### config.mk
export PLATFORM = sky130hd
export DESIGN_NAME = mse_port_master_flat
export DESIGN_NICKNAME = d
export VERILOG_FILES = /design/src/rtl/mse_bus_pkg.sv /design/src/rtl/mse_port_master_if.sv /design/src/rtl/mse_bus_timeout.sv /design/src/rtl/mse_port_master.sv /design/src/flat_wrapper.sv
export SDC_FILE = /design/constraint.sdc
export NUM_CORES = 1
export LEC_CHECK = 0
export ABC_CLOCK_PERIOD_IN_PS = 1790
export BUFFER_PORTS_ARGS = -buffer_cell sky130_fd_sc_hd__buf_2
export CORE_MARGIN = 2
export CORE_UTILIZATION = 49
export CTS_BUF_LIST = sky130_fd_sc_hd__clkbuf_16
export DETAILED_ROUTE_END_ITERATION = 8
export PLACE_DENSITY = 0.74
export SYNTH_ARGS = -nofsm -noshare
export SYNTH_HDL_FRONTEND = slang
export SYNTH_SLANG_ARGS = --single-unit
### constraint.sdc
create_clock -name clk -period 1.79 [get_ports clk]
set_input_delay 0.2685 -clock clk [delete_from_list [all_inputs] [get_ports clk]]
set_output_delay 0.2685 -clock clk [all_outputs]
set_load 0.05 [all_outputs]
### src/rtl/mse_bus_pkg.sv
// Shared types and helpers for the MSE port bus (initiator and responder sides).
// Command byte layout: write flag in the MSB, port index in the low nibble.
package mse_bus_pkg;

   typedef enum logic [2:0] {
      ST_IDLE,
      ST_CMD,
      ST_WDATA,
      ST_TURN,
      ST_WAIT_RDY,
      ST_RDATA,
      ST_DONE
   } state_t;

   localparam int CMD_WRITE_BIT     = 7;
   localparam int CMD_PORT_MSB      = 3;
   localparam int NUM_PORTS_DEFAULT = 10;

   function automatic logic [7:0] build_cmd(input logic write, input logic [CMD_PORT_MSB:0] port);
      logic [7:0] cmd;
      cmd                  = 8'h00;
      cmd[CMD_WRITE_BIT]   = write;
      cmd[CMD_PORT_MSB:0]  = port;
      return cmd;
   endfunction

endpackage

### src/rtl/mse_port_master_if.sv
// Request/response and pin-side signals of the MSE port initiator.
// master = the initiator block; slave = requester plus bus responder seen from outside.
interface mse_port_master_if;

   logic       req_valid;
   logic       req_ready;
   logic       req_write;
   logic [3:0] req_port;
   logic [7:0] req_wdata;
   logic       rsp_valid;
   logic [7:0] rsp_rdata;
   logic       rsp_err;
   logic [7:0] bus_dout;
   logic       bus_oe;
   logic [7:0] bus_din;
   logic       bus_le;
   logic       bus_rdy;

   modport master (
      input  req_valid, req_write, req_port, req_wdata, bus_din, bus_rdy,
      output req_ready, rsp_valid, rsp_rdata, rsp_err, bus_dout, bus_oe, bus_le
   );

   modport slave (
      output req_valid, req_write, req_port, req_wdata, bus_din, bus_rdy,
      input  req_ready, rsp_valid, rsp_rdata, rsp_err, bus_dout, bus_oe, bus_le
   );

endinterface

### src/rtl/mse_bus_timeout.sv
// Loadable down-counter; expired is high whenever the count sits at zero.
// Priority: reset, clear, load, then decrement (saturating at zero) while enabled.
module mse_bus_timeout #(
   parameter int WIDTH = 16
) (
   input  logic             clk,
   input  logic             rst_n,
   input  logic             clr,
   input  logic             load,
   input  logic [WIDTH-1:0] load_val,
   input  logic             en,
   output logic             expired
);

   logic [WIDTH-1:0] count;

   always_ff @(posedge clk) begin
      if (!rst_n) begin
         count <= '0;
      end else if (clr) begin
         count <= '0;
      end else if (load) begin
         count <= load_val;
      end else if (en && (count != '0)) begin
         count <= count - WIDTH'(1);
      end
   end

   assign expired = (count == '0);

endmodule

### src/rtl/mse_port_master.sv
// MSE port bus initiator: serialises one read/write per request, returns data/err on a rsp_valid pulse.
// Latency write 4 / read 5 cycles minimum; req_ready only in IDLE, so one transaction in flight at a time.
module mse_port_master
   import mse_bus_pkg::*;
#(
   parameter int TIMEOUT_CYCLES = 255,
   parameter int TURN_CYCLES    = 1,
   parameter int NUM_PORTS      = NUM_PORTS_DEFAULT
) (
   input  logic                clk,
   input  logic                rst_n,
   mse_port_master_if.master   mif
);

   localparam logic [15:0] TMO_LOAD  = 16'(TIMEOUT_CYCLES - 1);
   localparam logic [15:0] TURN_LOAD = 16'(TURN_CYCLES - 1);

   state_t      state;
   state_t      state_nxt;

   logic        wr_q;
   logic [3:0]  port_q;
   logic [7:0]  wdata_q;
   logic [7:0]  rdata_q;
   logic [7:0]  rsp_rdata_q;
   logic        rsp_err_q;

   logic        bad_port;
   logic        fail;
   logic        tmr_clr;
   logic        tmr_load;
   logic [15:0] tmr_val;
   logic        tmr_en;
   logic        tmr_expired;

   assign bad_port = ({28'd0, mif.req_port} >= 32'(NUM_PORTS));
   assign tmr_clr  = (state == ST_IDLE);

   // One counter serves both the turnaround and the ready timeout; the phases never overlap.
   mse_bus_timeout #(.WIDTH(16)) u_timeout (
      .clk      (clk),
      .rst_n    (rst_n),
      .clr      (tmr_clr),
      .load     (tmr_load),
      .load_val (tmr_val),
      .en       (tmr_en),
      .expired  (tmr_expired)
   );

   always_ff @(posedge clk) begin
      if (!rst_n) begin
         state <= ST_IDLE;
      end else begin
         state <= state_nxt;
      end
   end

   always_comb begin
      state_nxt = state;
      tmr_load  = 1'b0;
      tmr_val   = 16'd0;
      tmr_en    = 1'b0;
      fail      = 1'b0;
      case (state)
         ST_IDLE: begin
            if (mif.req_valid) begin
               if (bad_port) begin
                  state_nxt = ST_DONE;
                  fail      = 1'b1;
               end else begin
                  state_nxt = ST_CMD;
               end
            end
         end
         ST_CMD: begin
            if (wr_q) begin
               state_nxt = ST_WDATA;
            end else begin
               state_nxt = ST_TURN;
               tmr_load  = 1'b1;
               tmr_val   = TURN_LOAD;
            end
         end
         ST_WDATA: begin
            state_nxt = ST_WAIT_RDY;
            tmr_load  = 1'b1;
            tmr_val   = TMO_LOAD;
         end
         ST_TURN: begin
            if (tmr_expired) begin
               state_nxt = ST_WAIT_RDY;
               tmr_load  = 1'b1;
               tmr_val   = TMO_LOAD;
            end else begin
               tmr_en = 1'b1;
            end
         end
         ST_WAIT_RDY: begin
            // Ready is checked before expiry so a late ack on the last cycle still succeeds.
            if (mif.bus_rdy) begin
               state_nxt = wr_q ? ST_DONE : ST_RDATA;
            end else if (tmr_expired) begin
               state_nxt = ST_DONE;
               fail      = 1'b1;
            end else begin
               tmr_en = 1'b1;
            end
         end
         ST_RDATA: state_nxt = ST_DONE;
         ST_DONE:  state_nxt = ST_IDLE;
         default:  state_nxt = ST_IDLE;
      endcase
   end

   always_comb begin
      mif.req_ready = (state == ST_IDLE);
      mif.rsp_valid = (state == ST_DONE);
      mif.rsp_rdata = rsp_rdata_q;
      mif.rsp_err   = rsp_err_q;
      mif.bus_oe    = 1'b0;
      mif.bus_le    = 1'b0;
      mif.bus_dout  = 8'h00;
      case (state)
         ST_CMD: begin
            mif.bus_oe   = 1'b1;
            mif.bus_le   = 1'b1;
            mif.bus_dout = build_cmd(wr_q, port_q);
         end
         ST_WDATA: begin
            mif.bus_oe   = 1'b1;
            mif.bus_dout = wdata_q;
         end
         ST_WAIT_RDY: begin
            if (wr_q) begin
               mif.bus_oe   = 1'b1;
               mif.bus_dout = wdata_q;
            end
         end
         default: begin
         end
      endcase
   end

   always_ff @(posedge clk) begin
      if (!rst_n) begin
         wr_q        <= 1'b0;
         port_q      <= 4'd0;
         wdata_q     <= 8'h00;
         rdata_q     <= 8'h00;
         rsp_rdata_q <= 8'h00;
         rsp_err_q   <= 1'b0;
      end else begin
         if ((state == ST_IDLE) && mif.req_valid) begin
            wr_q    <= mif.req_write;
            port_q  <= mif.req_port;
            wdata_q <= mif.req_wdata;
         end
         if ((state == ST_WAIT_RDY) && !wr_q && mif.bus_rdy) begin
            rdata_q <= mif.bus_din;
         end
         // Response fields only move on DONE entry, so they hold between transactions.
         if (state_nxt == ST_DONE) begin
            rsp_err_q   <= fail;
            rsp_rdata_q <= (state == ST_RDATA) ? rdata_q : 8'h00;
         end
      end
   end

endmodule

### src/flat_wrapper.sv
// flat-port wrapper written by rule: the top's interface ports become plain ports
module mse_port_master_flat import mse_bus_pkg::*;
#(
   parameter int TIMEOUT_CYCLES = 255,
   parameter int TURN_CYCLES    = 1,
   parameter int NUM_PORTS      = NUM_PORTS_DEFAULT
)
  (clk, rst_n, mif_req_valid, mif_req_write, mif_req_port, mif_req_wdata, mif_bus_din, mif_bus_rdy, mif_req_ready, mif_rsp_valid, mif_rsp_rdata, mif_rsp_err, mif_bus_dout, mif_bus_oe, mif_bus_le);
  mse_port_master_if mif_i ();
  input  logic clk;
  input  logic rst_n;
  input wire logic [$bits(mif_i.req_valid)-1:0] mif_req_valid;
  input wire logic [$bits(mif_i.req_write)-1:0] mif_req_write;
  input wire logic [$bits(mif_i.req_port)-1:0] mif_req_port;
  input wire logic [$bits(mif_i.req_wdata)-1:0] mif_req_wdata;
  input wire logic [$bits(mif_i.bus_din)-1:0] mif_bus_din;
  input wire logic [$bits(mif_i.bus_rdy)-1:0] mif_bus_rdy;
  output wire logic [$bits(mif_i.req_ready)-1:0] mif_req_ready;
  output wire logic [$bits(mif_i.rsp_valid)-1:0] mif_rsp_valid;
  output wire logic [$bits(mif_i.rsp_rdata)-1:0] mif_rsp_rdata;
  output wire logic [$bits(mif_i.rsp_err)-1:0] mif_rsp_err;
  output wire logic [$bits(mif_i.bus_dout)-1:0] mif_bus_dout;
  output wire logic [$bits(mif_i.bus_oe)-1:0] mif_bus_oe;
  output wire logic [$bits(mif_i.bus_le)-1:0] mif_bus_le;
  assign mif_i.req_valid = mif_req_valid;
  assign mif_i.req_write = mif_req_write;
  assign mif_i.req_port = mif_req_port;
  assign mif_i.req_wdata = mif_req_wdata;
  assign mif_i.bus_din = mif_bus_din;
  assign mif_i.bus_rdy = mif_bus_rdy;
  assign mif_req_ready = mif_i.req_ready;
  assign mif_rsp_valid = mif_i.rsp_valid;
  assign mif_rsp_rdata = mif_i.rsp_rdata;
  assign mif_rsp_err = mif_i.rsp_err;
  assign mif_bus_dout = mif_i.bus_dout;
  assign mif_bus_oe = mif_i.bus_oe;
  assign mif_bus_le = mif_i.bus_le;
  mse_port_master #(.TIMEOUT_CYCLES(TIMEOUT_CYCLES), .TURN_CYCLES(TURN_CYCLES), .NUM_PORTS(NUM_PORTS)) u_core (.clk(clk), .rst_n(rst_n), .mif(mif_i));
endmodule
==> impl_summary.md, run 1 <==
Global route
The first global-routing pass estimated 10000 µm of wire. Global routing finished with a remaining overflow of 0. The number of global-route vias before repair was 2199. Entering global routing, the biggest net connects 17 pins. The number of antenna violations at the first check in global routing is 0.

In the global route stage, overall resource usage came out at 0.234.

Critical path
The capture point of the worst reg-to-reg path is u_core.u_timeout.count[13]. STA puts the critical path data arrival time at 2060 ps. The minimum setup slack among reg-to-reg paths is -90 ps. In this run the critical register-to-register path is launched from u_core.u_timeout.count[2].

The endpoint kind of the worst setup timing path is a flop. The kind of launch point of the worst setup path is a flop. The maximum fanout along the worst path is 5. The kind of critical path is flop to flop. The data required time of the worst path is 1970 ps.

The worst setup path startpoint is u_core.u_timeout.count[2]. Measured in cells, the most critical reg-to-reg path has a length of 6. The most critical setup path has its endpoint at u_core.u_timeout.count[13].

Placement
In this run the tool buffered the top-level ports with 45 buffer cells. Including well taps, the total number of placed cells is 411. The weighted congestion at the end of routability-driven global placement is 0.925. The HPWL reported at the end of detailed placement is 4260 µm.

Power and ir drop
The fraction of power spent switching nets is 0.453. The fraction of power consumed by combinational cells is 0.667. Dividing total power by cell area gives a power density of 2180 nW/µm². The sequential share of power is 0.213. The net switching power is 3500 µW.

The design draws 7730 µW. IR analysis of the VDD net gives a maximum drop of 1.14 mV. The share of total power in the clock network is 0.120. In this run the static leakage power is 0.00153 µW. The internal power of the cells totals 4230 µW.

Clocking
The clock passes through at most 2 buffers. The insertion delay of the later-clocked pin in the worst-skew pair is 290 ps. The number of CTS-inserted buffers is 5. The clock tree synthesis step divided the H-tree into 2 levels. The number of clock sinks is 49. The master cell of the clock root buffer is sky130_fd_sc_hd__clkbuf_16.

Clock-pin slew was measured on the worst setup and hold paths at 70 ps. The clock tree from TritonCTS is yes.

Hold path
The startpoint of the lowest-slack hold path is mif_bus_din[4]. The min-delay analysis places its worst path in the category input pin to flop.

Yosys
In this run, synthesis inferred 0 flip-flops with an integrated enable. After synthesis the netlist holds a flip-flop and latch count of 49. Summing every instance area after synthesis gives 2410 µm². The most used flip-flop cell after synthesis is sky130_fd_sc_hd__dfxtp_1. The share of async-settable or async-resettable flops after synthesis is 0. The number of nets in the synthesized netlist is 298. The sequential-to-total area share from yosys stat is 0.407. The synthesized area divided by synthesized cell count is 8.86 µm². During synthesis, Yosys emitted a total of 0 warnings. The post-synthesis cell type count is 57.

Synthesis produced a netlist whose cell count is 272.

Final layout
The number of nets in the finished design is 390. The share of cells above drive strength 1 is 0.438. Measured on the finished design, the core utilization comes to 0.750. 0 antenna diodes ended up in the layout. The layout overhead on the synthesized area is 47.1%. The number of standard cells in the layout, taps in and fillers out is 432.

Timing
The normalized max-slew margin is 0.701. Across the routed clock network, the largest skew measured is 6.25 ps. The number of pins with negative max-slew slack in the final report is 0.

For the final routed database, the setup TNS stands at -278 ps. Setup repair after global routing could not meet its margin everywhere. The maximum frequency from static timing analysis is 531 MHz.

The setup-violating endpoint count in the final report is 11. The smallest clock period supported by the final layout is computed as 1880 ps. Final hold analysis gives a worst-case slack of 213 ps. The number of hold-slack violations in the final timing report is 0.

After layout, the worst setup slack is -92.4 ps. In the finished design, the share of the clock period the worst path needs comes to 1.05. The actual slew at the worst max-slew pin is 446 ps.

Routing
The first detailed-routing pass ran for 5 iterations. The total routed wirelength is 7030 µm. The routed layout has 2487 vias. After detailed routing, the number of remaining DRC violations is 0. The remaining antenna violation count after routing is 0. After detailed routing, the average wire length per cell comes to 16.3 µm. The starting DRC count in detailed routing is 105. In the routed layout, each cell is associated on average with a via count of 5.76.

Outcome
The checks that failed: setup timing. The flow ran to the end, but the final reports show violations.

Die
The total area inside the core boundary comes to 4720 µm². The number of core rows is 25. From left edge to right edge, the die measures 74.1 µm. The height of the chip is 74.1 µm. During I/O placement, the number of pins put on the boundary was 46. The die covers 5490 µm². For this configuration, the core starts out at a cell density of 0.510.

Job
The number of max-cap violations is 0.
## cells in the final DEF (no fill, tap or decap), types with 3 or more instances in the layout
master and count:
sky130_fd_sc_hd__nor2_1 31, sky130_fd_sc_hd__nor4b_4 3, sky130_fd_sc_hd__nor4_4 3, sky130_fd_sc_hd__nor3_1 5, sky130_fd_sc_hd__o21ai_0 7, sky130_fd_sc_hd__dfxtp_4 3, sky130_fd_sc_hd__mux2i_1 8, sky130_fd_sc_hd__a22o_4 3
sky130_fd_sc_hd__buf_8 5, sky130_fd_sc_hd__xnor2_1 8, sky130_fd_sc_hd__clkbuf_16 5, sky130_fd_sc_hd__buf_6 11, sky130_fd_sc_hd__a32o_1 8, sky130_fd_sc_hd__buf_2 36, sky130_fd_sc_hd__nand2b_1 3, sky130_fd_sc_hd__nand2_1 33
sky130_fd_sc_hd__inv_1 3, sky130_fd_sc_hd__nand3_1 3, sky130_fd_sc_hd__a21oi_1 21, sky130_fd_sc_hd__or3_1 3, sky130_fd_sc_hd__nand4_4 3, sky130_fd_sc_hd__inv_2 3, sky130_fd_sc_hd__buf_4 45, sky130_fd_sc_hd__dfxtp_2 4
sky130_fd_sc_hd__a21oi_2 5, sky130_fd_sc_hd__dfxtp_1 42
## flip-flops by register name, indices dropped and copies added, names as in the netlist
register / count
u_core.u_timeout.count: 16
u_core.mif.rsp_rdata: 8
u_core.rdata_q: 8
u_core.wdata_q: 8
u_core.port_q: 4
u_core.state: 3
u_core.mif.rsp_err: 1
u_core.wr_q: 1
## logic make-up (layout without fill, tap and decap cells)
kind of cell    count (synthesis)  in the layout  synth area share
mux                             8              8            0.0332
buf+inv                        20            111            0.0353
compound gates                 68             69             0.199
xor+xnor                       10             10            0.0364
flops                          49             49             0.407
fa+ha+maj                       1              1           0.00519
simple gates                  116            117             0.284
## metrics by stage
step	setup WS, ps	cell area, µm²
after detailed placement	-171	3030
after CTS	-28.0	3330
after global routing	-175	3540
final	-92.4	3540
after floorplan	-129	2480
after global placement	-117	3030
## power by group through the flow
| stage | sequential, µW | combinational (µW) | clock (µW) |
|---|---|---|---|
| after floorplan | 1550 | 2700 | 0 |
| after global placement | 1580 | 4020 | 0 |
| after detailed placement | 1590 | 4050 | 0 |
| after CTS | 1610 | 4440 | 939 |
| after global routing | 1670 | 5460 | 978 |
| final | 1640 | 5160 | 927 |
## worst max-delay path: stages (launching register included)
cell	delay, ps
sky130_fd_sc_hd__dfxtp_1	350
sky130_fd_sc_hd__buf_4	170
sky130_fd_sc_hd__nor3_1	370
sky130_fd_sc_hd__nand3_2	240
sky130_fd_sc_hd__a2111oi_4	420
sky130_fd_sc_hd__xnor2_1	180
sky130_fd_sc_hd__nor2_2	40
## timing repair
item                                    4_1_cts  5_1_grt
endpoints found under the setup margin       29       28
resized for setup                            31       40
hold buffers                                  0        0
cloned                                        1        1
buffers inserted                              5        6
pin swaps                                     2       23
## cell usage after synthesis (3+ instances only)
cell	count	area share
sky130_fd_sc_hd__a211oi_1	3	0.0093
sky130_fd_sc_hd__a21oi_1	26	0.054
sky130_fd_sc_hd__a22o_1	5	0.018
sky130_fd_sc_hd__a32o_1	8	0.033
sky130_fd_sc_hd__and2_1	5	0.013
sky130_fd_sc_hd__buf_2	5	0.010
sky130_fd_sc_hd__clkbuf_1	6	0.0093
sky130_fd_sc_hd__dfxtp_1	49	0.41
sky130_fd_sc_hd__inv_1	6	0.0093
sky130_fd_sc_hd__mux2i_1	8	0.033
sky130_fd_sc_hd__nand2_1	33	0.051
sky130_fd_sc_hd__nand2b_1	4	0.010
sky130_fd_sc_hd__nand3_1	5	0.010
sky130_fd_sc_hd__nor2_1	31	0.048
sky130_fd_sc_hd__nor3_1	6	0.012
sky130_fd_sc_hd__nor4_1	3	0.0078
sky130_fd_sc_hd__nor4b_4	3	0.030
sky130_fd_sc_hd__o21ai_0	9	0.019
sky130_fd_sc_hd__or3_1	3	0.0078
sky130_fd_sc_hd__xnor2_1	8	0.029
## worst min path at each step
stage / endpoint / slack, ps / depth (start not counted)
after detailed placement: u_core.wdata_q[3] / 450 / 2
after CTS: u_core.rdata_q[0] / 210 / 3
after floorplan: u_core.wdata_q[4] / 400 / 2
final: u_core.rdata_q[4] / 210 / 3
after global placement: u_core.wdata_q[6] / 440 / 2
after global routing: u_core.rdata_q[1] / 220 / 3
## layer usage
| metal | GRT usage | wire, µm |
|---|---|---|
| met1 | 0.300 | 2880 |
| met2 | 0.414 | 3570 |
| met4 | 0.0626 | 132 |
| met5 | 0 | 0 |
| met3 | 0.0298 | 443 |
## area by class of cell
cell class | count | area (µm²)
sequential | 49 | 997
clock inverter | 3 | 22.5
inverter | 6 | 22.5
clock buffer | 5 | 125
multi-input combinational | 205 | 1580
timing repair buffer | 97 | 717
tap | 67 | 83.8
fill | 317 | 1180
Power figures use the tool's default switching activity.
==> run 2: changes to the inputs <==
ABC_AREA = 1   (was not set)
CORE_UTILIZATION = 50   (was 49)
PLACE_DENSITY = 0.75   (was 0.74)
==> run 2 against run 1 <==
  * The run still ends with setup timing left
  * Core utilization decreased by 3.5 points
  * Non-clock buffer count fell by 26
  * Sequential share of layout area is 0.66 points higher
  * Setup slack better by 29 ps
  * Clock skew rose by 1.7 ps
  * Combinational power shrank 21%
  * Clock power up 5.3%
  * Synthesized cell count increased by 36%
  * Flip-flop and latch count unchanged
  * Die area up 2.9%
  * Highest routed layer unchanged
==> impl_summary.md, run 2 <==
Timing
In the post-route analysis, the smallest setup slack over all paths is -63.7 ps. Across the routed clock network, the largest skew measured is 7.93 ps. Dividing the final minimum period by the clock period gives 1.04. The number of pins with negative max-slew slack in the final report is 0. Setup repair after global routing could not meet its margin everywhere.

The number of hold-slack violations in the final timing report is 0. After layout, the minimum clock period comes to 1850 ps. The maximum frequency from static timing analysis is 539 MHz. The normalized max-slew margin is 0.766.

For the pin with the worst max-slew slack, the measured transition is 348 ps. Setup violations remaining at the end of the flow were counted as 8.

Yosys
The share of async-settable or async-resettable flops after synthesis is 0. Counting flops and latches in the post-synthesis netlist gives 49. The prevailing post-synth register cell is sky130_fd_sc_hd__dfxtp_1.

The cell area after synthesis is 2530 µm². Yosys attributes the largest share of cell area to sky130_fd_sc_hd__dfxtp_1 (39%), sky130_fd_sc_hd__nor2_1 (12%), sky130_fd_sc_hd__nand2_1 (9.3%), sky130_fd_sc_hd__o21ai_0 (6.5%), sky130_fd_sc_hd__inv_1 (5.9%). The cell count after synthesis is 370. The post-synthesis cell type count is 28. Of all cell types, the one taking the most synthesized area is sky130_fd_sc_hd__dfxtp_1.

The most common cell in the netlist is sky130_fd_sc_hd__nor2_1. The sequential-to-total area share from yosys stat is 0.387. The synthesized netlist net count is 396. The number of enable-type register cells in the synthesized netlist is 0. Each instance of the synthesized netlist takes up on average 6.85 µm².

Sorting the synthesized cells by how often they occur yields sky130_fd_sc_hd__nor2_1 (82), sky130_fd_sc_hd__nand2_1 (63), sky130_fd_sc_hd__dfxtp_1 (49). The number of warnings reported in the yosys synthesis log is 0. The share of synthesized area in the top cell type comes to 0.387.

Critical path
STA classifies the critical path startpoint as a flop. Data on the critical path is required at its endpoint by 1520 ps. The endpoint kind of the worst setup timing path is a primary output. The maximum fanout along the worst path is 9. The worst path arrival time is 1590 ps. The kind of critical path is flop to primary output.

Global route
Entering global routing, the biggest net connects 30 pins. The first-pass GRT wire length is 10300 µm. The number of antenna violations at the first check in global routing was 0. The number of global-route vias before repair is 2402. The total overflow reported by the global router is 0. The all-layer global routing usage is 0.237.

Routing
The routed design uses 3270 µm of met2 wire. For this run, design rule violations remaining after detail routing come to 0. The detailed router used layers up to and including met4. The wire length on met3 is 271 µm.

The first TritonRoute pass finished after 4 iterations. For this block, the initial DRC count from the detailed router was 134. The routed length per placed instance is 12.4 µm. The mean number of vias per cell is 5.01. The routed metal-1 wire length is 2690 µm. The total routed wirelength is 6320 µm.

Summing over every cut layer, the via total after detailed routing is 2543. The remaining antenna violation count after routing is 0.

Clocking
No sink is reached through more buffers than the 2 on the longest clock path. Buffers inserted during clock tree synthesis total 5. The root buffer cell chosen for the clock tree is sky130_fd_sc_hd__clkbuf_16. For this design, the sink count on the clock tree is 49. The insertion delay of the later-clocked pin in the worst-skew pair is 290 ps. TritonCTS built the clock tree. After clock tree synthesis, the clock-pin slew on the worst setup and hold paths is 70 ps. The H-tree was split into 2 levels.

Final layout
0 antenna diodes ended up in the layout. The register with the most flip-flops in the layout has 16 of them. The share of cells above drive strength 1 is 0.311. The layout overhead on the synthesized area is 36.0%. The library cell used most frequently in the layout, excluding fill and tap cells, is sky130_fd_sc_hd__nor2_1. Leaving out fill and tap cells, the most frequent cells in the layout are sky130_fd_sc_hd__nor2_1 (73), sky130_fd_sc_hd__nand2_1 (56), sky130_fd_sc_hd__dfxtp_1 (44), sky130_fd_sc_hd__buf_2 (36), sky130_fd_sc_hd__inv_1 (33). The net count of the finished layout is 466.

Once layout is complete, the cells apart from fillers number 508. The register with the most flip-flops in the final layout is u_core.u_timeout.count.

Placement
The total placed cells including tap cells is 490. The count of buffers added on input and output ports is 45. The HPWL reported at the end of detailed placement is 4390 µm. The weighted congestion at the end of routability-driven global placement is 0.879.

The pre-CTS setup slack is -30.8 ps.

Power and ir drop
The reported leakage power is 0.00157 µW. The power per standard cell area is 1910 nW/µm². VDD sags by at most 0.858 mV.

Die
46 I/O pins were placed. The initial cell density of the core is 0.526. The total die area is 5650 µm². After floorplanning, the core was divided into 25 placement rows.

The placeable core region is 4820 µm². The die width is 75.2 µm. The height of the chip is 75.2 µm.

Outcome
The final reports fail on setup timing. The flow ran to the end, but the final reports show violations.

Job
Across the run, the number of max-cap violations was 0.

Hold path
The worst hold path belongs to the class input pin to flop.
## run 2: cell count changes after synthesis, moves of 6 or more
cell,before,now
sky130_fd_sc_hd__xor2_1,2,8
sky130_fd_sc_hd__a32o_1,8,0
sky130_fd_sc_hd__nand2_4,0,7
sky130_fd_sc_hd__o21ai_0,9,33
sky130_fd_sc_hd__nand2_1,33,63
sky130_fd_sc_hd__nand3_1,5,11
sky130_fd_sc_hd__inv_1,6,40
sky130_fd_sc_hd__mux2i_1,8,0
sky130_fd_sc_hd__nor2_1,31,82
## run 2: kinds of logic (layout without fill, tap and decap cells)
| family | count (synthesis) | after routing | share of synthesized area |
|---|---|---|---|
| AND/OR/NAND/NOR | 184 | 185 | 0.333 |
| AO/OA/AOI/OAI | 68 | 68 | 0.140 |
| buffers and inverters | 54 | 124 | 0.0869 |
| flip-flops | 49 | 49 | 0.387 |
| XOR/XNOR | 14 | 14 | 0.0484 |
| adder cells (fa/ha/maj) | 1 | 1 | 0.00494 |
## run 2: worst max-delay path, cell delays in order, from the launching register on
cell                       delay, ps
sky130_fd_sc_hd__dfxtp_4         390
sky130_fd_sc_hd__inv_4            50
sky130_fd_sc_hd__nor2_2          150
sky130_fd_sc_hd__nand2_2          90
sky130_fd_sc_hd__o21ai_2          70
sky130_fd_sc_hd__clkinv_2         80
sky130_fd_sc_hd__buf_12          160
sky130_fd_sc_hd__o22ai_4         110
sky130_fd_sc_hd__buf_6           180
## run 2: metrics by stage
stage	util	cell area, µm²	total power, µW	TNS, ps	hold WS [ps]
after floorplan	-	2650	4340	-12.7	430
after global placement	0.637	3070	5070	0	444
after detailed placement	0.637	3070	5160	-67.6	452
after CTS	0.692	3330	6330	-93.0	227
after global routing	0.715	3440	7080	-753	229
final	0.715	3440	6570	-285	231
## run 2: worst paths after layout
| kind | start | end | slack, ps | cells after the start |
|---|---|---|---|---|
| hold reg to reg | u_core.rdata_q[2] | u_core.rdata_q[2] | 460 | 2 |
| hold / removal | mif_bus_din[4] | u_core.rdata_q[4] | 230 | 3 |
| setup / recovery | u_core.state[1] | mif_bus_dout[2] | -60 | 8 |
| setup reg to reg | u_core.u_timeout.count[0] | u_core.u_timeout.count[9] | 80 | 12 |
## run 2: where the power goes
part	internal (µW)	switching (µW)
clock	535	441
sequential	1360	174
combinational	1490	2580
## run 2: cell type report
type                       instances  area (µm²)
fill                             402        1370
tap                               67        83.8
clock inverter                     3        28.8
inverter                          44         176
clock buffer                       5         125
sequential                        49         992
timing repair inverter             1        7.51
timing repair buffer              71         509
multi-input combinational        268        1520
## run 2: routing by layer
layer,up-vias,global-route usage
met5,-,0
met1,1148,0.287
met2,75,0.418
met3,9,0.0482
met4,0,0.0819
li1,1311,-
## run 2: repair_timing
action	in CTS	in global routing
pin swaps	1	12
gates cloned	2	0
buffers inserted	2	6
setup endpoints to repair	23	34
hold buffers	0	0
endpoints found under the hold margin	0	0
gates resized for setup	26	24
